===== config.mk =====
export PLATFORM = sky130hd
export DESIGN_NAME = io_arb_flat
export DESIGN_NICKNAME = d
export VERILOG_FILES = /design/src/rtl/io_pkg.sv /design/src/rtl/io_arb_if.sv /design/src/rtl/io_arb_rr_arb.sv /design/src/rtl/io_arb.sv /design/src/flat_wrapper.sv
export SDC_FILE = /design/constraint.sdc
export NUM_CORES = 1
export LEC_CHECK = 0
export ABC_AREA = 1
export BUFFER_PORTS_ARGS = -buffer_cell sky130_fd_sc_hd__buf_2
export CORE_MARGIN = 5
export CORE_UTILIZATION = 34
export CTS_CLUSTER_SIZE = 10
export DETAILED_ROUTE_END_ITERATION = 10
export GPL_TIMING_DRIVEN = 0
export PLACE_DENSITY = 0.67
export SKIP_CTS_REPAIR_TIMING = 1
export SYNTH_ARGS = -nofsm -noshare
export SYNTH_HDL_FRONTEND = slang
export SYNTH_SLANG_ARGS = --single-unit
export TNS_END_PERCENT = 50

===== constraint.sdc =====
create_clock -name clk -period 3.8 [get_ports clk]
set_input_delay 0.19 -clock clk [delete_from_list [all_inputs] [get_ports clk]]
set_output_delay 0.19 -clock clk [all_outputs]
set_load 0.05 [all_outputs]

===== src/rtl/io_pkg.sv =====
`default_nettype none
// ============================================================================
// Module   : io_pkg
// Purpose  : Shared types, legality constants and helpers for the io_arb
//            bus sequencer.
// Revision : 1.0 - initial release
// ============================================================================
package io_pkg;

  // Bus sequencer phases
  typedef enum logic [1:0] {
    IDLE = 2'd0,
    ADDR = 2'd1,
    DATA = 2'd2,
    DONE = 2'd3
  } state_t;

  localparam int c_NCH_MIN  = 1;
  localparam int c_NCH_MAX  = 8;
  localparam int c_WAIT_MAX = 15;
  // Data-phase counter width; it saturates, so an unbounded rdy stretch is safe
  localparam int c_CNT_W    = 16;

  // Width of a channel index; a single channel still needs one bit
  function automatic int idx_w(input int n);
    return (n > 1) ? $clog2(n) : 1;
  endfunction

  // Parameter legality for the sequencer
  function automatic bit params_ok(input int nch, input int dw, input int aw,
                                   input int wt, input int tmo);
    return (aw > dw) && (nch >= c_NCH_MIN) && (nch <= c_NCH_MAX) &&
           (wt >= 0) && (wt <= c_WAIT_MAX) &&
           (tmo >= 0) && (tmo < (1 << c_CNT_W));
  endfunction

endpackage : io_pkg
`default_nettype wire


===== src/rtl/io_arb_if.sv =====
`default_nettype none
// ============================================================================
// Module   : io_arb_if
// Purpose  : Requester channels plus multiplexed external bus of io_arb.
//            master = sequencer side, slave = requesters / external bus side.
// Revision : 1.0 - initial release
// ============================================================================
interface io_arb_if #(
  parameter int NCH = 2,
  parameter int DW  = 16,
  parameter int AW  = 20
);
  // Requester side
  logic [NCH-1:0]    req;
  logic [NCH-1:0]    rw;
  logic [NCH*AW-1:0] adr;
  logic [NCH*DW-1:0] dtw;
  logic [DW-1:0]     dtr;
  logic [NCH-1:0]    ack;
  logic              err;
  logic              busy;
  // External bus side
  logic [DW-1:0]     din;
  logic [DW-1:0]     dout;
  logic [AW-DW-1:0]  adr_hi;
  logic              ale;
  logic              oe;
  logic              we;
  logic              isout;
  logic              rdy;

  modport master (
    input  req, rw, adr, dtw, din, rdy,
    output dtr, ack, err, busy, dout, adr_hi, ale, oe, we, isout
  );

  modport slave (
    output req, rw, adr, dtw, din, rdy,
    input  dtr, ack, err, busy, dout, adr_hi, ale, oe, we, isout
  );
endinterface : io_arb_if
`default_nettype wire


===== src/rtl/io_arb_rr_arb.sv =====
`default_nettype none
// ============================================================================
// Module   : rr_arb
// Purpose  : Combinational request arbiter. RR=1 searches upward from the
//            pointer with wrap-around; RR=0 gives the highest index priority.
// Revision : 1.0 - initial release
// ============================================================================
module rr_arb
  import io_pkg::*;
#(
  parameter int NCH = 2,
  parameter int RR  = 1,
  localparam int c_IW = idx_w(NCH)
) (
  input  logic [NCH-1:0]  i_req,
  input  logic [c_IW-1:0] i_ptr,
  output logic [NCH-1:0]  o_gnt,
  output logic [c_IW-1:0] o_idx
);

  logic            w_found;
  logic [c_IW-1:0] w_ch;

  // First requesting channel in search order wins
  always_comb begin
    o_gnt   = '0;
    o_idx   = '0;
    w_found = 1'b0;
    w_ch    = '0;
    for (int k = 0; k < NCH; k++) begin
      if (RR != 0) begin
        w_ch = c_IW'((int'(i_ptr) + k) % NCH);
      end else begin
        w_ch = c_IW'(NCH - 1 - k);
      end
      if (!w_found && i_req[w_ch]) begin
        w_found      = 1'b1;
        o_gnt[w_ch]  = 1'b1;
        o_idx        = w_ch;
      end
    end
  end

endmodule : rr_arb
`default_nettype wire


===== src/rtl/io_arb.sv =====
`default_nettype none
// ============================================================================
// Module   : io_arb
// Purpose  : Multi-channel bus sequencer. Arbitrates requesters, then runs an
//            address phase and one read/write data phase on the external bus
//            with wait states, rdy stretching and an optional timeout.
// Revision : 1.0 - initial release
// ============================================================================
module io_arb
  import io_pkg::*;
#(
  parameter int NCH  = 2,
  parameter int DW   = 16,
  parameter int AW   = 20,
  parameter int WAIT = 0,
  parameter int RR   = 1,
  parameter int TMO  = 0
) (
  input  logic     clk,
  input  logic     rst_n,
  io_arb_if.master bus
);

  localparam int c_IW = idx_w(NCH);
  localparam logic [c_CNT_W-1:0] c_WAIT_CNT = c_CNT_W'(WAIT);
  // Counter value seen in the last data-phase cycle allowed before timeout
  localparam logic [c_CNT_W-1:0] c_TMO_LAST = (TMO > 0) ? c_CNT_W'(TMO - 1) : '0;

  if (!params_ok(NCH, DW, AW, WAIT, TMO)) begin : g_param_check
    $error("io_arb: illegal parameters (need AW > DW, 1 <= NCH <= 8, 0 <= WAIT <= 15)");
  end

  state_t             r_state;
  state_t             w_state_nxt;
  logic [c_IW-1:0]    r_ptr;
  logic [NCH-1:0]     r_gnt;
  logic               r_rw;
  logic [AW-1:0]      r_adr;
  logic [DW-1:0]      r_dtw;
  logic [DW-1:0]      r_dtr;
  logic [c_CNT_W-1:0] r_cnt;
  logic               r_err;

  logic [NCH-1:0]     w_gnt;
  logic [c_IW-1:0]    w_idx;
  logic [c_IW-1:0]    w_ptr_nxt;
  logic               w_any;
  logic               w_min_done;
  logic               w_rdy_exit;
  logic               w_tmo_hit;
  logic               w_data_exit;

  rr_arb #(
    .NCH (NCH),
    .RR  (RR)
  ) u_rr_arb (
    .i_req (bus.req),
    .i_ptr (r_ptr),
    .o_gnt (w_gnt),
    .o_idx (w_idx)
  );

  assign w_any       = |bus.req;
  assign w_min_done  = (r_cnt >= c_WAIT_CNT);
  assign w_rdy_exit  = w_min_done && bus.rdy;
  // A normal rdy exit in the same cycle as the timeout takes precedence
  assign w_tmo_hit   = (TMO > 0) && (r_cnt >= c_TMO_LAST);
  assign w_data_exit = w_rdy_exit || w_tmo_hit;
  assign w_ptr_nxt   = (w_idx == c_IW'(NCH - 1)) ? '0 : w_idx + 1'b1;
  assign bus.dtr     = r_dtr;

  // State register; async reset drops any transaction in flight
  always_ff @(posedge clk or negedge rst_n) begin
    if (!rst_n) begin
      r_state <= IDLE;
    end else begin
      r_state <= w_state_nxt;
    end
  end

  // Next-state and bus outputs decoded from the current phase
  always_comb begin
    w_state_nxt = r_state;
    bus.ale     = 1'b0;
    bus.oe      = 1'b0;
    bus.we      = 1'b0;
    bus.isout   = 1'b0;
    bus.busy    = 1'b0;
    bus.dout    = '0;
    bus.adr_hi  = '0;
    bus.ack     = '0;
    bus.err     = 1'b0;
    case (r_state)
      IDLE: begin
        if (w_any) begin
          w_state_nxt = ADDR;
        end
      end
      ADDR: begin
        bus.ale     = 1'b1;
        bus.isout   = 1'b1;
        bus.busy    = 1'b1;
        bus.dout    = r_adr[DW-1:0];
        bus.adr_hi  = r_adr[AW-1:DW];
        w_state_nxt = DATA;
      end
      DATA: begin
        bus.busy = 1'b1;
        if (r_rw) begin
          bus.isout = 1'b1;
          bus.we    = 1'b1;
          bus.dout  = r_dtw;
        end else begin
          bus.oe = 1'b1;
        end
        if (w_data_exit) begin
          w_state_nxt = DONE;
        end
      end
      DONE: begin
        bus.busy    = 1'b1;
        bus.ack     = r_gnt;
        bus.err     = r_err;
        w_state_nxt = IDLE;
      end
      default: begin
        w_state_nxt = IDLE;
      end
    endcase
  end

  // Grant capture, data-phase counting and read-data/error capture
  always_ff @(posedge clk or negedge rst_n) begin
    if (!rst_n) begin
      r_ptr <= '0;
      r_gnt <= '0;
      r_rw  <= 1'b0;
      r_adr <= '0;
      r_dtw <= '0;
      r_dtr <= '0;
      r_cnt <= '0;
      r_err <= 1'b0;
    end else begin
      case (r_state)
        IDLE: begin
          if (w_any) begin
            r_gnt <= w_gnt;
            r_rw  <= bus.rw[w_idx];
            r_adr <= bus.adr[w_idx*AW +: AW];
            r_dtw <= bus.dtw[w_idx*DW +: DW];
            r_cnt <= '0;
            r_err <= 1'b0;
            if (RR != 0) begin
              r_ptr <= w_ptr_nxt;
            end
          end
        end
        DATA: begin
          if (w_rdy_exit) begin
            if (!r_rw) begin
              r_dtr <= bus.din;
            end
          end else if (w_tmo_hit) begin
            r_err <= 1'b1;
          end else if (r_cnt != '1) begin
            r_cnt <= r_cnt + 1'b1;
          end
        end
        default: begin
        end
      endcase
    end
  end

endmodule : io_arb
`default_nettype wire


===== src/flat_wrapper.sv =====
// flat-port wrapper written by rule: the top's interface ports become plain ports
module io_arb_flat import io_pkg::*;
#(
  parameter int NCH  = 2,
  parameter int DW   = 16,
  parameter int AW   = 20,
  parameter int WAIT = 0,
  parameter int RR   = 1,
  parameter int TMO  = 0
)
  (clk, rst_n, bus_req, bus_rw, bus_adr, bus_dtw, bus_din, bus_rdy, bus_dtr, bus_ack, bus_err, bus_busy, bus_dout, bus_adr_hi, bus_ale, bus_oe, bus_we, bus_isout);
  io_arb_if #(.NCH(NCH), .DW(DW), .AW(AW)) bus_i ();
  input  logic clk;
  input  logic rst_n;
  input wire logic [$bits(bus_i.req)-1:0] bus_req;
  input wire logic [$bits(bus_i.rw)-1:0] bus_rw;
  input wire logic [$bits(bus_i.adr)-1:0] bus_adr;
  input wire logic [$bits(bus_i.dtw)-1:0] bus_dtw;
  input wire logic [$bits(bus_i.din)-1:0] bus_din;
  input wire logic [$bits(bus_i.rdy)-1:0] bus_rdy;
  output wire logic [$bits(bus_i.dtr)-1:0] bus_dtr;
  output wire logic [$bits(bus_i.ack)-1:0] bus_ack;
  output wire logic [$bits(bus_i.err)-1:0] bus_err;
  output wire logic [$bits(bus_i.busy)-1:0] bus_busy;
  output wire logic [$bits(bus_i.dout)-1:0] bus_dout;
  output wire logic [$bits(bus_i.adr_hi)-1:0] bus_adr_hi;
  output wire logic [$bits(bus_i.ale)-1:0] bus_ale;
  output wire logic [$bits(bus_i.oe)-1:0] bus_oe;
  output wire logic [$bits(bus_i.we)-1:0] bus_we;
  output wire logic [$bits(bus_i.isout)-1:0] bus_isout;
  assign bus_i.req = bus_req;
  assign bus_i.rw = bus_rw;
  assign bus_i.adr = bus_adr;
  assign bus_i.dtw = bus_dtw;
  assign bus_i.din = bus_din;
  assign bus_i.rdy = bus_rdy;
  assign bus_dtr = bus_i.dtr;
  assign bus_ack = bus_i.ack;
  assign bus_err = bus_i.err;
  assign bus_busy = bus_i.busy;
  assign bus_dout = bus_i.dout;
  assign bus_adr_hi = bus_i.adr_hi;
  assign bus_ale = bus_i.ale;
  assign bus_oe = bus_i.oe;
  assign bus_we = bus_i.we;
  assign bus_isout = bus_i.isout;
  io_arb #(.NCH(NCH), .DW(DW), .AW(AW), .WAIT(WAIT), .RR(RR), .TMO(TMO)) u_core (.clk(clk), .rst_n(rst_n), .bus(bus_i));
endmodule

Word-level counts from Yosys, hierarchy flattened

Cells that the tools add are included.
W data, S select, Z words.

Bits in registers: 74
Output and inout port bits: 44
Word-level logic and storage cells: 77

Add/sub/neg operators: 3
$mul: 1
Magnitude comparators: 6
Equal/unequal tests: 8
Shifts and indexed selects: 2
Mux-type cells: 34
Bitwise operators: 2
Reductions and logical operators: 13

Operators with widths:

| cell                    | count |
|---|---|
| $mux W16                | 4 |
| $pmux W16 S2            | 2 |
| $shiftx A40 B7 Y20      | 1 |
| $shiftx A32 B6 Y16      | 1 |
| $mux W1                 | 18 |
| $add A16 B1 Y16 const B | 1 |
| $ge A16 B1 Y1 const B   | 1 |
| $ne A16 B16 Y1 const B  | 1 |
| $mux W2                 | 5 |
| $pmux W2 S4             | 1 |
| $lt A1 B2 Y1 const B    | 3 |
| $ne A2 B1 Y1 const B    | 3 |
| $eq A2 B2 Y1 const B    | 2 |
| $logic_and A1 B1 Y1     | 4 |
| $mul A1 B3 Y4 const B   | 1 |
| $mux W4                 | 1 |
| $reduce_and A2 Y1       | 2 |
| $reduce_and A4 Y1       | 1 |
| $reduce_and A3 Y1       | 1 |
| $reduce_or A3 Y1        | 1 |
| $add A1 B1 Y1 const B   | 2 |
| $demux W1 S1            | 2 |
| $eq A2 B1 Y1 const B    | 1 |
| $ge A1 B1 Y1 const B    | 2 |
| 8 further kinds         | 8 |

Depth between registers and ports, before layout

Gate-level depths: netlist of run 1.

Depth after elaboration: 8
Gate-level depth with buffers: 8
Mapped depth without buffers: 7

Cells and area by module

A second synthesis of run 1 with hierarchy kept.

Cells, all modules: 457
Area, all modules: 3165.5 um^2

By module, submodules not included:

| module | instances | cells an instance | area each (um^2) | seq. area each (um^2) |
|---|---|---|---|---|
| io_arb | 1         | 452               | 3136.8           | 1451.4 |
| rr_arb | 1         | 5                 | 28.8             | 0.0 |

Least setup slack after synthesis of run 1

OpenSTA, ideal clock, no wires.

Path type: flip-flop to output port
From: register u_core.r_state[1]
To: output bus_dout[10]
Data arrival time: 2.175 ns
Data required time: 3.610 ns
Path slack: 1.435 ns
Stages on the path, launching flop included: 6
Cell sequence: dfrtp_1 -> inv_1 -> ha_1 -> clkbuf_1 -> nand2_1 -> a21oi_1

Word-level cells in the longest chain between the ends: 2
Elaborated cells on any way between the ends: 3

Ends and longest elaborated chain:

| element                                      | RTL line           | source |
|---|---|---|
| start, declared                              | io_arb.sv:33       | `state_t r_state;` |
| start signal, assigned                       | io_arb.sv:77       | `r_state <= w_state_nxt;` |
| $eq A2 B2 Y1 or $eq A2 B1 Y1 (tied branches) | io_arb.sv:93       | `case (r_state)` |
| $pmux W16 S2 (*)                             | io_arb.sv:93       |  |
| end, declared                                | flat_wrapper.sv:25 | `output wire logic [$bits(bus_i.dout)-1:0] bus_dout;` |

Every way passes the cells marked *; elsewhere a longest branch is shown, timed or not.

Worst setup path in the final report of run 1

From: register u_core.r_state[1]
To: output bus_dout[15]

The elaborated chain is that of the path after synthesis.

==> impl_metrics.yaml, run 1 <==
finish:
  fin_nets: 742
  drive_above_1_share_pct: 27.4
  num_antenna_cells: 0
  num-fill-cells: 998
  final_area_um2: 4380
  area_growth_pct: 31.5
  layout_common_cells: "196 x nand2_1, 145 x buf_2, 92 x nand3_1"
  final_core_util_pct: 45.2
  mostFrequentLayoutCell: "nand2_1"
  instances_no_fill: 780
detailed_routing:
  drtIter0Drc: 248
  vias_per_cell: 4.45
  dr.pass1.iters: 4
  final_antenna_net_count: 0
  wl_um: 9450
  wl_per_cell_um: 12.1
  routed-via-count: 3468
  route.detailed.drc: 0
grt:
  gr-total-overflow: 0
  grt_pass1_vias: 3152
  grt_first_pass_wirelength_um: 15000
  track_usage_pct: 16.0
  grt_max_degree: 59
  antenna_found_initial: 0
sta:
  fmax_mhz: 418
  tightest_slew_ps: 724
  finalHoldViolations: 0
  setup-tns-final_ps: 0
  min_period_ps: 2390
  report.final.slew_viol_count: 0
  max_slew_margin_pct: 51.7
  postLayoutSetupSlackWorst_ps: 1410
  hold_ws_ps: 86.1
  fin_skew_ps: 7.40
  setup_viol: 0
  rsz0062_at_grt: "false"
  period_share_pct: 63.0
worst_hold_path:
  hp-start: "bus_din[9]"
  min-delay-path-class: "in -> reg"
setup_path:
  startpoint_type: "flop"
  crit_type: "reg -> out"
  critPathCaptureType: "output port"
  cp-startpoint: "u_core.r_state[1]$_DFFE_PN0P_"
  r2r_setup_slack_ps: 2100
  path_max_fanout: 10
  cp.arrival_ps: 2200
  r2r_start: "u_core.r_state[0]$_DFFE_PN0P_"
  required_ps: 3610
power:
  p_sw_mw: 1.86
  p_per_area_nw_per_um2: 819
  totalPowerFinal_mw: 3.59
  p_leak_nw: 2.73
  p_comb_share_pct: 54.7
  p_int_mw: 1.73
  peakVddDrop_mv: 0.306
  swShare_pct: 51.9
  clkPwrFrac_pct: 14.8
  pwr-share-seq_pct: 30.5
logic_synthesis:
  ys_seq_area_share_pct: 43.6
  synthArstFlopShare_pct: 100
  yosysTopAreaCell: "dfrtp_1"
  synth_nets: 594
  synth_top_area_share_pct: 43.6
  synth_cell_type_count: 19
  synth_area_leaders: "dfrtp_1 44%, nand2_1 22%, nand3_1 14%, inv_1 9.5%, a21oi_1 2.6%"
  netlist_instances: 494
  syn_area_per_cell_um2: 6.74
  synth-seq-cells: 58
  yosys_warnings: 0
  synth_edf_count: 0
  syn-cell-area_um2: 3330
  synthFlopType: "dfrtp_1"
floorplan:
  die_x_um: 109
  ios: 139
  std_cell_rows: 36
  initial_core_util_pct: 34.4
  die-area_um2: 11900
  die_h_um: 109
  coreArea_um2: 9680
flow_run:
  maxCapViolCount: 0
place:
  hpwl_um: 7340
  numPortBuffers: 136
  pre_cts_ws_ps: 1780
  dpl.cell_count: 763
  place_congestion: 0.752
  placed_cell_area_um2: 4180
clocking:
  cts_tree: "built"
  htreeDepth: 3
  clk_latency_ps: 340
  cts_buffers: 9
  cts_sinks: 58
  clk_pin_slew_ps: 70
  cts_root_buf: "clkbuf_8"
  cts_buffer_depth: 2
outcome:
  status: "finished clean"
[cell families (layout without fill, tap and decap cells)]
family	count (synthesis)	after routing	synth area share, %
AND/OR/NAND/NOR	295	295	36.9
buffers and inverters	117	270	14.7
flip-flops	58	58	43.6
AO/OA/AOI/OAI	18	18	2.82
adder cells (fa/ha/maj)	5	5	1.88
other	1	1	0.113
[power groups by stage]
stage	combinational [mW]	clock (mW)	sequential (mW)
after floorplan	1.22	0	1.33
after global placement	1.95	0	1.09
after detailed placement	1.98	0	1.10
after CTS	1.98	0.548	1.09
after global routing	2.17	0.577	1.13
final	1.96	0.532	1.09
[final timing paths]
path | endpoint | cells after the start
max | bus_dout[15] | 6
min | u_core.bus.dtr[9]$_DFFE_PN0P_ | 3
max reg2reg | u_core.bus.dtr[5]$_DFFE_PN0P_ | 8
min reg2reg | u_core.bus.dtr[1]$_DFFE_PN0P_ | 2
max in group asynchronous | u_core.r_dtw[8]$_DFFE_PN0P_ | 2
min in group asynchronous | u_core.bus.dtr[13]$_DFFE_PN0P_ | 2
[worst max-delay path, stage by stage, from the launching register on]
cell	delay (ps)
dfrtp_1	410
inv_1	100
ha_1	320
clkinv_1	200
clkbuf_1	290
a21oi_1	240
buf_2	300
[state kept, by name, summed over array words and instances (netlist names)]
signal	count
u_core.r_state	2
u_core.r_dtw	16
u_core.r_adr	20
u_core.r_ptr	1
u_core.r_gnt	2
u_core.bus.dtr	16
u_core.r_rw	1
[synthesized netlist by cell type, types with 2 or more instances]
| cell | instances |
|---|---|
| a21oi_1 | 17 |
| buf_1 | 2 |
| buf_2 | 10 |
| buf_4 | 8 |
| clkbuf_1 | 8 |
| clkinv_1 | 2 |
| dfrtp_1 | 58 |
| ha_1 | 5 |
| inv_1 | 84 |
| inv_2 | 2 |
| nand2_1 | 196 |
| nand3_1 | 92 |
| nor2_1 | 4 |
[metal layers]
| layer | GRT usage, % | routed length (µm) |
|---|---|---|
| met3 | 5.09 | 766 |
| met2 | 26.6 | 4500 |
| met5 | 0 | 0 |
| met1 | 20.5 | 4110 |
| met4 | 3.34 | 70 |
[cell type report]
| cell class | instances | area (µm²) | area share (%) |
|---|---|---|---|
| plain buffers | 29 | 159 | 3.63 |
| clock buffers | 12 | 165 | 3.77 |
| clock inverters | 4 | 25.0 | 0.571 |
| inverters | 88 | 330 | 7.54 |
| multi-input cells | 319 | 1390 | 31.7 |
| flip-flops and latches | 58 | 1450 | 33.1 |
| well taps | 133 | 166 | 3.80 |
| repair buffers | 137 | 693 | 15.8 |
Power figures use the tool's default switching activity.
==> inputs of run 2 (changes only) <==
- ABC_AREA: 1 -> 0
- PLACE_DENSITY: 0.67 -> 0.68
- clock period: 3.8 -> 2.35 ns (I/O delays scaled with it)
==> impl_metrics.yaml, run 2 <==
clocking:
  clk_pin_slew_ps: 60
  cts_tree: "built"
  cts_buffer_depth: 2
  clk_latency_ps: 340
  cts_root_buf: "clkbuf_8"
  htreeDepth: 3
  cts_sinks: 58
  cts_buffers: 9
logic_synthesis:
  yosys_warnings: 0
  yosysMostFrequentCell: "dfrtp_1"
  synth_area_leaders: "dfrtp_1 46%, a31oi_1 7.7%, a21oi_1 6.3%, o21ai_0 5.1%, mux2_4 4.7%"
  synth_edf_count: 0
  synth_cell_type_count: 30
  netlist_instances: 321
  synth_top_area_share_pct: 45.8
  ys_seq_area_share_pct: 45.8
  synthFlopType: "dfrtp_1"
  yosysTopAreaCell: "dfrtp_1"
  syn-cell-area_um2: 3170
  synthTopCellsByCount: "58 x dfrtp_1, 40 x a21oi_1, 39 x a31oi_1"
  synth-seq-cells: 58
  synthArstFlopShare_pct: 100
  synth_nets: 421
  syn_area_per_cell_um2: 9.86
detailed_routing:
  routed-via-count: 3035
  final_antenna_net_count: 0
  wl_per_cell_um: 17.7
  drtIter0Drc: 179
  dr.pass1.iters: 5
  vias_per_cell: 5.16
  route.detailed.drc: 0
  wl_um: 10400
grt:
  grt_pass1_vias: 3071
  antenna_found_initial: 2
  grt_max_degree: 59
  gr-total-overflow: 0
  grt_first_pass_wirelength_um: 16000
  track_usage_pct: 18.2
power:
  p_sw_mw: 3.34
  p_int_mw: 3.28
  clkPwrFrac_pct: 12.0
  peakVddDrop_mv: 0.512
  p_per_area_nw_per_um2: 1570
  pwr-share-seq_pct: 28.0
  p_leak_nw: 2.03
  totalPowerFinal_mw: 6.62
  p_comb_share_pct: 60.0
  swShare_pct: 50.5
sta:
  max_slew_margin_pct: 50.2
  tightest_slew_ps: 746
  fmax_mhz: 453
  period_share_pct: 93.8
  fin_skew_ps: 3.98
  finalHoldViolations: 0
  rsz0062_at_grt: "false"
  min_period_ps: 2210
  hold_ws_ps: 4.36
  setup-tns-final_ps: 0
  postLayoutSetupSlackWorst_ps: 145
  setup_viol: 0
  report.final.slew_viol_count: 0
floorplan:
  std_cell_rows: 35
  die_x_um: 106
  die_h_um: 106
  ios: 139
  initial_core_util_pct: 34.6
  die-area_um2: 11300
  coreArea_um2: 9150
place:
  numPortBuffers: 135
  dpl.cell_count: 567
  pre_cts_ws_ps: 343
  hpwl_um: 7590
  place_congestion: 0.801
setup_path:
  cp.arrival_ps: 2090
  path_max_fanout: 10
  startpoint_type: "flop"
  crit_type: "reg -> out"
  required_ps: 2230
  critPathCaptureType: "output port"
finish:
  area_growth_pct: 33.3
  multiInputGateArea_um2: 1450
  seq_area_um2: 1450
  instances_no_fill: 588
  mostFrequentLayoutCell: "buf_2"
  largest_register: "u_core.r_adr"
  layout_common_cells: "139 x buf_2, 58 x dfrtp_1, 40 x a21oi_1"
  num-fill-cells: 904
  fin_nets: 574
  largest_reg_flops: 20
  drive_above_1_share_pct: 41.8
outcome:
  status: "finished clean"
worst_hold_path:
  min-delay-path-class: "in -> reg"
flow_run:
  maxCapViolCount: 0
==> run 2: cell types whose count changed after synthesis, moves of 16 or more <==
cell / change
a21oi_1: +23
a31oi_1: +39
nor2b_1: +17
nand2_1: -195
o21ai_0: +32
nand3_1: -92
inv_1: -81
a22oi_1: +16
nor2_1: +34
==> run 2: path summary, 6_finish.rpt <==
path	from	end	cells past startpoint	slack, ps
worst min register to register	u_core.r_gnt[1]$_DFFE_PN0P_	u_core.r_gnt[1]$_DFFE_PN0P_	1	490
max in group asynchronous	rst_n	u_core.r_adr[15]$_DFFE_PN0P_	2	1430
min in group asynchronous	rst_n	u_core.bus.dtr[12]$_DFFE_PN0P_	2	440
worst max register to register	u_core.r_state[0]$_DFFE_PN0P_	u_core.bus.dtr[5]$_DFFE_PN0P_	6	690
worst min-delay path	bus_din[7]	u_core.bus.dtr[7]$_DFFE_PN0P_	2	4
worst max-delay path	u_core.r_state[0]$_DFFE_PN0P_	bus_dout[2]	8	140
==> run 2: layer usage <==
layer	share of wire, %	vias to the layer above	routed length (µm)	track usage (%)
met5	0.067	-	7	0
met4	2.2	2	230	6.76
li1	-	1461	-	-
met2	49	118	5070	29.3
met1	41	1434	4220	23.5
met3	8.3	20	858	4.86
==> run 2: logic make-up after synthesis <==
group                    Yosys count  share of synthesized area, %
other                              1                         0.118
adder cells (fa/ha/maj)            5                          1.98
buffers and inverters             36                          8.50
flip-flops                        58                          45.8
AO/OA/AOI/OAI                    137                          25.3
multiplexers                      17                          7.23
AND/OR/NAND/NOR                   67                          11.0
==> run 2: cell type report <==
| class | instances | share of cell area (%) |
|---|---|---|
| plain buffers | 32 | 6.08 |
| well taps | 111 | 3.29 |
| clock buffers | 13 | 3.77 |
| repair buffers | 142 | 17.8 |
| multi-input cells | 227 | 34.3 |
| inverters | 4 | 0.356 |
| flip-flops and latches | 58 | 34.4 |
| diodes | 1 | 0.0593 |
==> run 2: power by group through the flow <==
| stage | Clock (mW) | Combinational (mW) | Sequential [mW] |
|---|---|---|---|
| global placement | 0 | 3.90 | 1.84 |
| global route | 0.865 | 4.26 | 1.90 |
| detailed placement | 0 | 3.96 | 1.86 |
| CTS | 0.824 | 3.98 | 1.84 |
| floorplan | 0 | 2.58 | 2.24 |
| finish | 0.794 | 3.98 | 1.85 |
==> run 2: worst max-delay path, cell delays in order (launching register included) <==
cell     delay (ps)
dfrtp_1         410
inv_1           110
ha_1            230
and2_1          140
buf_4           150
buf_4           180
a22oi_1          80
nor2b_1         200
buf_4           230
==> run 2: stage by stage <==
| stage | util, % | instance area [µm²] |
|---|---|---|
| 3_5_place_dp | 43.5 | 3980 |
| 2_1_floorplan | - | 3170 |
| 4_1_cts | 45.2 | 4140 |
| 5_1_grt | 46.1 | 4220 |
| 3_3_place_gp | 43.5 | 3980 |
| 6_report | 46.1 | 4220 |
